**config.mk**
```make
export PLATFORM = sky130hd
export DESIGN_NAME = mips_fetch_queue
export DESIGN_NICKNAME = d
export VERILOG_FILES = /design/src/rtl/mips_fetch_queue.sv
export SDC_FILE = /design/constraint.sdc
export NUM_CORES = 1
export LEC_CHECK = 0
export BUFFER_PORTS_ARGS = -buffer_cell sky130_fd_sc_hd__buf_2
export CAP_MARGIN = 15
export CORE_MARGIN = 3
export CORE_UTILIZATION = 48
export DETAILED_ROUTE_END_ITERATION = 8
export PLACE_DENSITY = 0.75
export SLEW_MARGIN = 30
export SYNTH_ARGS = -nofsm -noshare
export SYNTH_HDL_FRONTEND = slang
export SYNTH_SLANG_ARGS = --single-unit
```
**constraint.sdc**
```tcl
create_clock -name clk -period 3.5 [get_ports clk]
set_clock_uncertainty 0.15 [all_clocks]
set_input_delay 0.35 -clock clk [delete_from_list [all_inputs] [get_ports clk]]
set_output_delay 0.35 -clock clk [all_outputs]
set_load 0.01 [all_outputs]
```
**src/rtl/mips_fetch_queue.sv**
```systemverilog
// -----------------------------------------------------------------------------
// mips_fetch_queue
//
// Instruction fetch queue between the IF and ID stages of the 5-stage MIPS
// pipeline. It absorbs I-cache stall jitter and carries each fetched
// instruction, its PC+4 and its branch-prediction bit to ID. A redirect from
// EX (flush) empties the queue in one cycle.
//
// Handshake semantics (both sides): a transfer happens on a rising edge where
// valid && ready are both high. The producer holds valid and its payload
// stable until that edge. The consumer may raise or drop ready in any cycle.
// in_ready depends only on registered state. Without bypass, out_valid
// depends only on registered state too.
//
// Optional feature macro: MIPS_FQ_BYPASS_EN
//   When defined, an empty queue forwards in_* straight to out_* in the same
//   cycle. If ID also takes the entry that cycle, the entry is never written
//   into the queue.
//
// Parameters:
//   DEPTH        number of entries (power of two, 2..64)
//   INST_WIDTH   instruction word width
//   ADDR_WIDTH   PC+4 width
//   RFIDX_WIDTH  register index width
//
// Ports:
//   clk, rst          clock; synchronous active-high reset
//   flush             redirect from EX, discards every queued entry
//   in_valid/in_ready IF side handshake
//   in_inst, in_pc_incr, in_prdt_taken      IF payload
//   out_valid/out_ready ID side handshake
//   out_inst, out_pc_incr, out_prdt_taken   head entry payload
//   out_rs_idx, out_rt_idx                  out_inst[25:21], out_inst[20:16]
//   count             current occupancy (0..DEPTH)
// -----------------------------------------------------------------------------
`ifndef MIPS_INST_WIDTH
`define MIPS_INST_WIDTH 32
`endif
`ifndef MIPS_ADDR_WIDTH
`define MIPS_ADDR_WIDTH 32
`endif
`ifndef MIPS_RFIDX_WIDTH
`define MIPS_RFIDX_WIDTH 5
`endif

module mips_fetch_queue #(
  parameter int DEPTH       = 4,
  parameter int INST_WIDTH  = `MIPS_INST_WIDTH,
  parameter int ADDR_WIDTH  = `MIPS_ADDR_WIDTH,
  parameter int RFIDX_WIDTH = `MIPS_RFIDX_WIDTH
) (
  input  logic                     clk,
  input  logic                     rst,
  input  logic                     flush,
  input  logic                     in_valid,
  output logic                     in_ready,
  input  logic [INST_WIDTH-1:0]    in_inst,
  input  logic [ADDR_WIDTH-1:0]    in_pc_incr,
  input  logic                     in_prdt_taken,
  output logic                     out_valid,
  input  logic                     out_ready,
  output logic [INST_WIDTH-1:0]    out_inst,
  output logic [ADDR_WIDTH-1:0]    out_pc_incr,
  output logic                     out_prdt_taken,
  output logic [RFIDX_WIDTH-1:0]   out_rs_idx,
  output logic [RFIDX_WIDTH-1:0]   out_rt_idx,
  output logic [$clog2(DEPTH):0]   count
);

  localparam int PTR_W = $clog2(DEPTH);
  localparam int CNT_W = PTR_W + 1;
  localparam logic [CNT_W-1:0] FULL_CNT = CNT_W'(DEPTH);

  // Storage is not reset: its contents are only observed while count != 0.
  logic [INST_WIDTH-1:0] inst_mem_q [DEPTH];
  logic [ADDR_WIDTH-1:0] pc_mem_q   [DEPTH];
  logic                  prdt_mem_q [DEPTH];

  logic [PTR_W-1:0] wr_ptr_q, wr_ptr_d;
  logic [PTR_W-1:0] rd_ptr_q, rd_ptr_d;
  logic [CNT_W-1:0] count_q,  count_d;

  logic empty;
  logic pass_through;
  logic enq;
  logic deq;

  always_comb begin
    empty    = (count_q == '0);
    in_ready = (count_q != FULL_CNT);
`ifdef MIPS_FQ_BYPASS_EN
    // An empty queue presents the incoming entry directly. If ID takes it in
    // the same cycle it never touches the storage.
    pass_through   = empty && in_valid && out_ready;
    out_valid      = empty ? in_valid      : 1'b1;
    out_inst       = empty ? in_inst       : inst_mem_q[rd_ptr_q];
    out_pc_incr    = empty ? in_pc_incr    : pc_mem_q[rd_ptr_q];
    out_prdt_taken = empty ? in_prdt_taken : prdt_mem_q[rd_ptr_q];
`else
    pass_through   = 1'b0;
    out_valid      = !empty;
    out_inst       = inst_mem_q[rd_ptr_q];
    out_pc_incr    = pc_mem_q[rd_ptr_q];
    out_prdt_taken = prdt_mem_q[rd_ptr_q];
`endif
    // A full queue refuses input even if the head leaves this cycle.
    enq = in_valid && in_ready && !pass_through;
    // A dequeue only moves the read pointer when the head came from storage.
    deq = out_valid && out_ready && !empty;

    wr_ptr_d = wr_ptr_q;
    rd_ptr_d = rd_ptr_q;
    count_d  = count_q;
    if (flush) begin
      // Handshakes in the flush cycle complete, but their effect is dropped.
      wr_ptr_d = '0;
      rd_ptr_d = '0;
      count_d  = '0;
    end else begin
      if (enq) wr_ptr_d = wr_ptr_q + PTR_W'(1);
      if (deq) rd_ptr_d = rd_ptr_q + PTR_W'(1);
      case ({enq, deq})
        2'b10:   count_d = count_q + CNT_W'(1);
        2'b01:   count_d = count_q - CNT_W'(1);
        default: count_d = count_q;
      endcase
    end
  end

  always_ff @(posedge clk) begin
    if (rst) begin
      wr_ptr_q <= '0;
      rd_ptr_q <= '0;
      count_q  <= '0;
    end else begin
      wr_ptr_q <= wr_ptr_d;
      rd_ptr_q <= rd_ptr_d;
      count_q  <= count_d;
    end
  end

  always_ff @(posedge clk) begin
    if (enq) begin
      inst_mem_q[wr_ptr_q] <= in_inst;
      pc_mem_q[wr_ptr_q]   <= in_pc_incr;
      prdt_mem_q[wr_ptr_q] <= in_prdt_taken;
    end
  end

  assign out_rs_idx = RFIDX_WIDTH'(out_inst[25:21]);
  assign out_rt_idx = RFIDX_WIDTH'(out_inst[20:16]);
  assign count      = count_q;

endmodule

```
Yosys cells after proc, flatten, opt, wreduce, memory -nomap -nowiden. Memory sizes are Yosys's and may differ from the RTL's. A register that Yosys moved wholly into a read port is not among the register bits. Cells that the tools add are included.

ROM bits: 0. Input port bits: 70. RAM bits: 260. Memories: 3. Bits in registers: 7. Output and inout bits: 80. Latch bits: 0.

Mux-type cells: 9. Eq/ne operators: 3. $add $sub $neg: 4. Shift-type cells: 0. Bitwise logic cells: 0. Order comparisons: 0. $mul: 0. Reductions and logical operators: 7. Div/mod/pow operators: 0.

Memory list: inst_mem_q (depth 4, bits a word 32, rd ports 1, clocked after Yosys merged registers in 1, wr ports 1, RTL line 75) `logic [INST_WIDTH-1:0] inst_mem_q [DEPTH];`; pc_mem_q (depth 4, bits a word 32, rd ports 1, clocked after Yosys merged registers in 1, wr ports 1, RTL line 76) `logic [ADDR_WIDTH-1:0] pc_mem_q [DEPTH];`; prdt_mem_q (depth 4, bits a word 1, rd ports 1, clocked after Yosys merged registers in 1, wr ports 1, RTL line 77) `logic prdt_mem_q [DEPTH];`.

Operators by type and width (count): $mux W2 (6); $pmux W3 S2 (1); $add A2 B1 Y2 const B (2); $add A3 B1 Y3 const B (1); $logic_and A1 B1 Y1 (3); $logic_not A3 Y1 (1); $ne A3 B3 Y1 const B (1); $sub A3 B1 Y3 const B (1); $eq A2 B1 Y1 const B (1); $eq A2 B2 Y1 const B (1); $mux W1 (2); $reduce_bool A2 Y1 (1); $reduce_or A2 Y1 (1); $logic_not A1 Y1 (1).

Depth between registers and ports, before layout.
Word-level depth: 6. Depth in mapped cells: 9.

Least setup slack after synthesis. OpenSTA, ideal clock, no wires.

Path type: flip-flop to flip-flop. Start point: register count_q[0] (netlist: count[0]). End point: memory inst_mem_q[0][0] (netlist bit), enable pin. Library setup time: 0.430 ns. Arrival time: 2.353 ns. Setup slack: 0.566 ns. Cell stages (with the launch flop): 4. Path through: dfxtp_1 or3b_1 buf_2 and3_1.

Cells in the longest elaborated chain, start to end: 4.

RTL lines: start, declared (RTL line 81) `logic [CNT_W-1:0] count_q, count_d;`; start signal, assigned (RTL line 138) `count_q <= count_d;`; $ne A3 B3 Y1 (RTL line 90) `in_ready = (count_q != FULL_CNT);`; net in_ready (RTL line 56) `output logic in_ready,`; $logic_and A1 B1 Y1 (RTL line 107) `enq = in_valid && in_ready && !pass_through;`; $mux W1 (RTL line 143) `if (enq) begin`; $mux W1 (implied by the code) (RTL line 144) `inst_mem_q[wr_ptr_q] <= in_inst;`; end, declared (RTL line 75).

The timed path passes the listed nets, and every way through them passes these cells.

==> results_dict.tcl <==
set metrics [dict create \
    status "completed" \
    ff2ff_setup_slack_ps 950 \
    postSynthAreaPerCell_um2 24.83 \
    hp-class "input pin to flip-flop" \
    die-area_um2 22560 \
    yosysWarnings 0 \
    crit_fanout 21 \
    place.gp.congestion 0.7038 \
    critPathSlowestCell "dfxtp_4" \
    fmax_ghz 0.3719 \
    ys_ff_latch 269 \
    diodes 0 \
    grt_max_degree 37 \
    syn_nets 478 \
    yosysUniqueCellTypes 25 \
    cp_slowest_stage_delay_ps 630 \
    synthFlopType "edfxtp_1" \
    synth_edf_count 260 \
    tritoncts "built" \
    port-buffer-count 149 \
    pin_count 150 \
    placed_area_um2 10990 \
    grt_overflow 0 \
    syn-cell-area_um2 9982 \
    hold_depth 3 \
    ys_seq_area_share_pct 80.02 \
    fp.dieH_um 150.2 \
    dp_hpwl_um 11000 \
    first_pass_iters 4 \
    rsz0062_at_grt "no" \
    routed_via_density 5.181 \
    cap_viol_max_count 0 \
    slew_viol_final 0 \
    setup_tns_ps 0 \
    ir_drop_uv 405.7 \
    dr_total_vias 4772 \
    final_cell_count_no_fill 921 \
    synthArstFlopShare_pct 0 \
    setup_viol 0 \
    antenna_left 0 \
    fin_nets 708 \
    synthCells 402 \
    fin_ws_ps 811.4 \
    post-route-drc-count 0 \
    clk_pin_slew_ps 50 \
    place_ws_ps 975.0 \
    core_area_um2 20360 \
    min_to "wr_ptr_q[1]$_SDFFE_PP0P_" \
    p_per_area_nw_per_um2 544.8 \
    grt_pass1_wl_um 28750 \
    period_share_pct 76.82 \
    postLayoutCellArea_um2 12560 \
    rr_worst_depth 8 \
    cts_root_buf "clkbuf_16" \
    cp-end-kind "output pin" \
    htreeDepth 1 \
    r2r_end "count[2]$_SDFFE_PP0P_" \
    antenna_found_initial 0 \
    clk_path_buf_depth 3 \
    grt_use_total_pct 16.44 \
    placement_rows 52 \
    required_ps 3000 \
    first_iter_violations 264 \
    crit_chain "buf_4 > mux4_2 > buf_2" \
    numCtsBuffers 28 \
    leakage_nw 4.277 \
    dp.cells 803 \
    cts.repair.resized 0 \
    critPathKind "flip-flop to output pin" \
    wire_per_inst_um 19.61 \
    timing.rr.start "count[2]$_SDFFE_PP0P_" \
    hold_viol 0 \
    min_period_ps 2689 \
    min_from "in_valid" \
    clock-sinks 269 \
    slew-limit-headroom_pct 64.11 \
    grt_pass1_vias 5310 \
    die_w_um 150.2 \
    start_kind "flip-flop" \
    wl_um 18060 \
    syn2layout_area_growth_pct 25.80 \
    tightest_slew_ps 538.4 \
    clk_latency_ps 520 \
    start_util_pct 49.02 \
    cp.arrival_ps 2190 \
    drive_above_1_share_pct 41.32 \
]
[kinds of logic (layout without fill, tap and decap cells)]
family	Yosys count	after routing	share of synthesized area [%]
AND/OR/NAND/NOR	20	20	1.053
flip-flops	269	269	80.02
multiplexers	67	67	14.87
adder cells (fa/ha/maj)	6	6	0.8273
buffers and inverters	31	280	2.557
XOR/XNOR	4	4	0.3510
AO/OA/AOI/OAI	5	5	0.3259
[worst max-delay path, delay by kind of cell (launching register included)]
family	cells	cell delay [ps]
flip-flops	1	630
buffers and inverters	2	490
multiplexers	1	550
[area by class of cell]
cell class / count / area (um2)
Inverter: 5 / 18.77
Sequential cell: 269 / 7995
Tap cell: 270 / 337.8
Clock buffer: 35 / 748.2
Multi-Input combinational cell: 102 / 1759
Fill cell: 1415 / 7807
Timing Repair Buffer: 226 / 1572
Clock inverter: 14 / 126.4
[through the flow]
step                      hold WS, ps  utilization, %  power (mW)
after floorplan                 298.9               -       3.896
after global placement          334.9           53.78       4.032
after detailed placement        350.2           53.98       4.059
after CTS                       1.735           61.66       6.921
after global routing            21.95           61.66       7.093
final                           32.65           61.66       6.841
[how the worst max path moves through the flow]
stage                                     start  slack (ps)                          to  depth (start not counted)
after floorplan           count[0]$_SDFFE_PP0P_         570  inst_mem_q[0][0]$_DFFE_PP_                          3
after global placement    count[2]$_SDFFE_PP0P_        1120       count[2]$_SDFFE_PP0P_                          8
after detailed placement  count[2]$_SDFFE_PP0P_         980       count[2]$_SDFFE_PP0P_                          8
after CTS                             flip-flop         720                out_inst[18]                          3
after global routing                  flip-flop         640                out_inst[16]                          3
final                                 flip-flop         810               out_rt_idx[0]                          3
[where the power goes]
group,switching (mW),total (mW),internal (mW)
registers,0.0243,3.64,3.62
clock network,1.14,2.80,1.66
logic,0.195,0.401,0.206
total,1.36,6.84,5.48
[registers in the layout, indices dropped and copies added, names as in the netlist, named ones only]
register    count
inst_mem_q    128
pc_mem_q      128
prdt_mem_q      4
count           3
rd_ptr_q        2
wr_ptr_q        2
[cells in the mapped netlist (2+ instances only)]
master,instances,share of area [%]
edfxtp_1,260,78
mux4_2,65,15
buf_4,11,0.83
dfxtp_1,9,1.8
buf_2,7,0.35
nor2_1,7,0.26
buf_12,5,1.0
ha_1,5,0.63
inv_1,5,0.19
and3_1,4,0.25
nand2_1,4,0.15
xor2_1,3,0.26
a21oi_1,2,0.10
clkbuf_1,2,0.075
mux2i_1,2,0.20
or3_1,2,0.13
[repair_timing]
action	4_1_cts	5_1_grt
endpoints found under the hold margin	267	0
setup buffers	0	0
hold buffers	69	0
[placed cells by master (no fill, tap or decap), types with 2 or more instances in the layout]
cell type / instances
clkinvlp_4: 2
ha_1: 5
dfxtp_1: 7
clkbuf_1: 6
buf_2: 149
dlygate4sd3_1: 69
mux2i_1: 2
or3_1: 2
bufinv_16: 2
clkbuf_16: 29
clkinv_2: 5
a21oi_1: 2
and3_4: 4
clkinv_1: 4
inv_1: 5
dfxtp_4: 2
buf_4: 2
mux4_2: 65
buf_12: 6
edfxtp_1: 260
nand2_1: 4
xor2_1: 3
nor2_1: 7
[metal layers]
layer | wire [um] | GRT usage [%]
met5 | 0 | 0
met4 | 296 | 4.071
met3 | 1068 | 3.402
met2 | 9524 | 28.77
met1 | 7168 | 21.33
Note: power is estimated with default switching activity, not from simulation.
